--- config.mk ---
export PLATFORM = sky130hd
export DESIGN_NAME = bcd_val
export DESIGN_NICKNAME = d
export VERILOG_FILES = /design/src/rtl/calc_pkg.sv /design/src/rtl/bcd_digit_adj.sv /design/src/rtl/bcd_val.sv
export SDC_FILE = /design/constraint.sdc
export NUM_CORES = 1
export LEC_CHECK = 0
export BUFFER_PORTS_ARGS = -buffer_cell sky130_fd_sc_hd__buf_2
export CORE_MARGIN = 2
export CORE_UTILIZATION = 45
export CTS_CLUSTER_DIAMETER = 120
export DETAILED_ROUTE_END_ITERATION = 10
export PLACE_DENSITY = 0.65
export SLEW_MARGIN = 20
export SYNTH_ARGS = -nofsm -noshare
export SYNTH_HDL_FRONTEND = slang
export SYNTH_SLANG_ARGS = --single-unit
--- constraint.sdc ---
create_clock -name clk -period 2 [get_ports clk]
set_input_delay 0.3 -clock clk [delete_from_list [all_inputs] [get_ports clk]]
set_output_delay 0.3 -clock clk [all_outputs]
set_load 0.01 [all_outputs]
--- src/rtl/calc_pkg.sv ---
// Shared calculator definitions: converter state encoding, BCD digit constants
// and a constant helper used for parameter legality checks.
package calc_pkg;

  typedef enum logic {
    IDLE  = 1'b0,
    SHIFT = 1'b1
  } state_t;

  localparam logic [3:0] BCD_MAX_DIGIT  = 4'd9;
  localparam logic [3:0] BCD_ADJ_THRESH = 4'd8;
  localparam logic [3:0] BCD_ADJ_SUB    = 4'd3;

  function automatic longint unsigned pow10(input int unsigned n);
    longint unsigned r;
    r = 1;
    for (int unsigned i = 0; i < n; i++) begin
      r = r * 10;
    end
    return r;
  endfunction

endpackage

--- src/rtl/bcd_digit_adj.sv ---
// One BCD digit correction step of reverse double-dabble: digits that reach 8
// after a right shift had a borrowed 10, which must become 5 (subtract 3).
module bcd_digit_adj
  import calc_pkg::*;
(
  input  logic [3:0] raw,
  output logic [3:0] adj
);

  assign adj = (raw >= BCD_ADJ_THRESH) ? raw - BCD_ADJ_SUB : raw;

endmodule

--- src/rtl/bcd_val.sv ---
// Sequential packed-BCD to binary converter (reverse double-dabble), one shift
// per clock, with start/rdy handshake and invalid-digit flagging.
module bcd_val
  import calc_pkg::*;
#(
  parameter int unsigned DIGITS = 4,
  parameter int unsigned BIN_W  = 14
) (
  input  logic                  clk,
  input  logic                  rst,
  input  logic                  start,
  input  logic [4*DIGITS-1:0]   bcd_in,
  output logic [BIN_W-1:0]      bin_out,
  output logic                  rdy,
  output logic                  busy,
  output logic                  err
);

  localparam int unsigned BcdW = 4 * DIGITS;
  localparam int unsigned CntW = $clog2(BIN_W + 1);

  if ((64'd1 << BIN_W) < pow10(DIGITS)) begin : g_bad_width
    $error("bcd_val: BIN_W too small to hold 10**DIGITS-1");
  end

  state_t            state_q, state_d;
  logic [BcdW-1:0]   bcd_q, bcd_d;
  logic [BIN_W-1:0]  bin_q, bin_d;
  logic [CntW-1:0]   cnt_q, cnt_d;
  logic [BIN_W-1:0]  bin_out_q, bin_out_d;
  logic              rdy_q, rdy_d;
  logic              busy_q, busy_d;
  logic              err_q, err_d;

  logic [BcdW-1:0]   bcd_shifted;
  logic [BcdW-1:0]   bcd_adjusted;
  logic [BIN_W-1:0]  bin_shifted;
  logic              bad_digit;

  // Whole work register {bcd, bin} shifts right as one.
  assign bcd_shifted = {1'b0, bcd_q[BcdW-1:1]};
  assign bin_shifted = {bcd_q[0], bin_q[BIN_W-1:1]};

  for (genvar g = 0; g < DIGITS; g++) begin : g_adj
    bcd_digit_adj u_adj (
      .raw (bcd_shifted[4*g +: 4]),
      .adj (bcd_adjusted[4*g +: 4])
    );
  end

  always_comb begin
    bad_digit = 1'b0;
    for (int i = 0; i < int'(DIGITS); i++) begin
      if (bcd_in[4*i +: 4] > BCD_MAX_DIGIT) begin
        bad_digit = 1'b1;
      end
    end
  end

  always_comb begin
    state_d   = state_q;
    bcd_d     = bcd_q;
    bin_d     = bin_q;
    cnt_d     = cnt_q;
    bin_out_d = bin_out_q;
    rdy_d     = 1'b0;
    busy_d    = busy_q;
    err_d     = err_q;

    unique case (state_q)
      IDLE: begin
        if (start) begin
          if (bad_digit) begin
            err_d     = 1'b1;
            bin_out_d = '0;
            rdy_d     = 1'b1;
          end else begin
            bcd_d   = bcd_in;
            bin_d   = '0;
            cnt_d   = '0;
            err_d   = 1'b0;
            busy_d  = 1'b1;
            state_d = SHIFT;
          end
        end
      end
      SHIFT: begin
        bcd_d = bcd_adjusted;
        bin_d = bin_shifted;
        cnt_d = cnt_q + 1'b1;
        if (cnt_q == CntW'(BIN_W - 1)) begin
          bin_out_d = bin_shifted;
          rdy_d     = 1'b1;
          busy_d    = 1'b0;
          state_d   = IDLE;
        end
      end
      default: state_d = IDLE;
    endcase
  end

  always_ff @(posedge clk or posedge rst) begin
    if (rst) begin
      state_q   <= IDLE;
      bcd_q     <= '0;
      bin_q     <= '0;
      cnt_q     <= '0;
      bin_out_q <= '0;
      rdy_q     <= 1'b0;
      busy_q    <= 1'b0;
      err_q     <= 1'b0;
    end else begin
      state_q   <= state_d;
      bcd_q     <= bcd_d;
      bin_q     <= bin_d;
      cnt_q     <= cnt_d;
      bin_out_q <= bin_out_d;
      rdy_q     <= rdy_d;
      busy_q    <= busy_d;
      err_q     <= err_d;
    end
  end

  assign bin_out = bin_out_q;
  assign rdy     = rdy_q;
  assign busy    = busy_q;
  assign err     = err_q;

endmodule

==> results.cfg <==
[clock_tree]
clock-sinks = 51
cts_resized = 0
clockBufferDepth = 2
cts_made_buffers = 5
post_cts_buffers = 0
cts_tree = done
insertion_delay_ns = 0.31
cts_root_buf = clkbuf_8
cts_hold_buf = 0
htreeDepth = 2
clkTransAtPathRegs_ns = 0.09

[logic_synthesis]
ys_seq_area_frac = 0.558
syn_nets = 218
ys_seq_elements = 51
syn_area_mm2 = 0.00229
synth_cells = 191
syn-mean-instance-area_um2 = 12.0
yosys-top-cells-area = dfrtp_1, a22o_1, ha_1, a221o_1, inv_1
ys_warn_count = 0
synth_area_leader_cell = dfrtp_1
synth_cell_types = 29
yosysTopAreaCellShare = 0.558

[die]
start_util = 0.475
dieArea_mm2 = 0.00567
rows = 25
die_y_um = 75.3
core_mm2 = 0.00482
ios = 36
die_w_um = 75.3

[timing]
maxSlewViolCount = 0
tightestPinTransition_ns = 0.626
setup_viol = 0
period_share = 0.800
final.setup.tns_ns = 0
rsz0062_at_grt = no
fin_skew_ns = 0.00506
finalCriticalPeriod_ns = 1.60
final_hold_viol_count = 0
fmax_mhz = 625
fin_hold_ws_ns = 0.141
slew_headroom = 0.582

[global_routing]
grt-ovfl-total = 0
grt_pass1_vias = 1517
grt_pass1_wl_um = 7380
antenna_found_initial = 0
grt.total_usage = 0.175
grt_max_degree = 52

[layout]
nets = 259
antenna_cells = 0
drive_gt1_frac = 0.253
areaGrowthSynthToFinish_pct = 17.0
multiInputGateArea_um2 = 881
ff_latch_area_mm2 = 0.00128
fillerInstances = 453
final_util = 0.556

[power_and_ir_drop]
leakage_nw = 1.35
pwr_density_cell_mw_per_mm2 = 1520
switchingPower_mw = 1.43
internal-power_mw = 2.64
irDropWorstVdd_mv = 0.609
combPwrFrac = 0.377
switching_share = 0.351
pwr-share-clk = 0.189
power_frac_seq = 0.434

[worst_setup_path]
path_max_fanout = 15
worstPathRequired_ns = 2.20
crit_type = reg -> reg
worstSetupEndpointType = flop
cp-start-kind = flop
critPathArrivalTime_ns = 1.80

[placed_design]
gp_congestion = 0.747
dp.final_hpwl_um = 3000
port_buffers = 35

[route]
firstDrtPassIters = 4
drtAntennaViolNets = 0
vias = 1550
wl_per_cell_um = 14.7
vias_per_cell = 5.17
drc = 0
drt_iter0_markers = 95
wirelength_um = 4420

[hold_path]
min_path_type = in -> async

[job]
drv_cap = 0

[outcome]
status = completed
## per-layer routing
layer | wire, um | global-route usage | vias to the layer above
met5 | 0 | 0 | -
met2 | 1970 | 0.262 | 32
met3 | 172 | 0.0410 | 6
met4 | 53 | 0.0526 | 0
met1 | 2220 | 0.255 | 747
li1 | - | - | 765
## power groups by stage
stage	Clock, mW	Sequential (mW)	Combinational [mW]
2_1_floorplan	0	1.74	1.17
3_3_place_gp	0	1.79	1.52
3_5_place_dp	0	1.79	1.54
4_1_cts	0.778	1.77	1.56
5_1_grt	0.819	1.83	1.73
6_report	0.769	1.77	1.53
## state kept, by name (all words and copies together) (netlist names)
signal   count
state_q      1
cnt_q        4
bin_out     14
busy         1
err          1
bin_q       13
rdy          1
bcd_q       16
## placed cells by master, fill, tap and decap left out, types with 2 or more instances in the layout
cell       n
dfrtp_1   51
buf_2     35
a22o_1    29
inv_1     16
buf_4     10
nor2b_1    9
a221o_1    8
ha_1       8
o21ai_0    7
nor2_1     7
clkbuf_8   6
and2_1     5
a31oi_1    4
a21oi_1    4
xnor2_1    4
nand2_1    4
xor2_1     4
o21ai_1    3
mux2i_1    3
a222oi_1   3
and4_1     2
nand4_1    2
## critical path: stages (launching register included)
cell and delay (ns):
dfrtp_1 0.43, inv_1 0.07, ha_1 0.13, and4_1 0.42, a21oi_2 0.04, buf_4 0.20
a22o_1 0.20
## synthesized netlist by cell type (all sizes together)
cell type  count
a21oi          6
a31oi          4
nor2b          9
xnor2          4
dfrtp         51
a222oi         3
xor2           4
mux2           1
a221o          8
nor2           7
nor3           1
and4           2
nand4          2
o21ai         11
nand2          4
clkbuf         5
ha             8
inv           17
a22o          29
buf            6
and2           5
mux2i          3
a22oi          1
## kinds of logic (layout without fill, tap and decap cells)
| family | Yosys count | after routing | share of synthesized area |
|---|---|---|---|
| simple gates | 30 | 30 | 0.0739 |
| xor+xnor | 8 | 8 | 0.0306 |
| fa+ha+maj | 8 | 8 | 0.0438 |
| flops | 51 | 51 | 0.558 |
| buf+inv | 28 | 70 | 0.0569 |
| compound gates | 62 | 62 | 0.219 |
| mux | 4 | 4 | 0.0181 |
## final timing paths
path	startpoint	to	slack, ns	cells after the start
setup / recovery	cnt_q[1]	bin_out[0]	0.40	6
hold / removal	rst	rdy	0.14	3
setup reg to reg	cnt_q[1]	bin_out[0]	0.40	6
hold reg to reg	bin_out[3]	bin_out[3]	0.50	1
max in group asynchronous	rst	bcd_q[2]	1.43	3
min in group clk	bcd_in[8]	bcd_q[8]	0.22	2
## area by class of cell
cell class | count | share of cell area
clock inverters | 2 | 0.0145
flip-flops and latches | 51 | 0.477
well taps | 67 | 0.0313
inverters | 17 | 0.0238
repair buffers | 45 | 0.0935
multi-input cells | 112 | 0.329
clock buffers | 6 | 0.0309
## stage by stage
stage          power [mW]  std cells  instance area, um2  worst slack [ns]
2_1_floorplan        2.91        191                2290             0.463
5_1_grt              4.38        300                2680             0.302
6_report             4.07        300                2680             0.400
3_3_place_gp         3.31        292                2550             0.381
4_1_cts              4.11        300                2680             0.392
3_5_place_dp         3.33        292                2550             0.336
No activity file was read; power rests on OpenSTA's default activity.
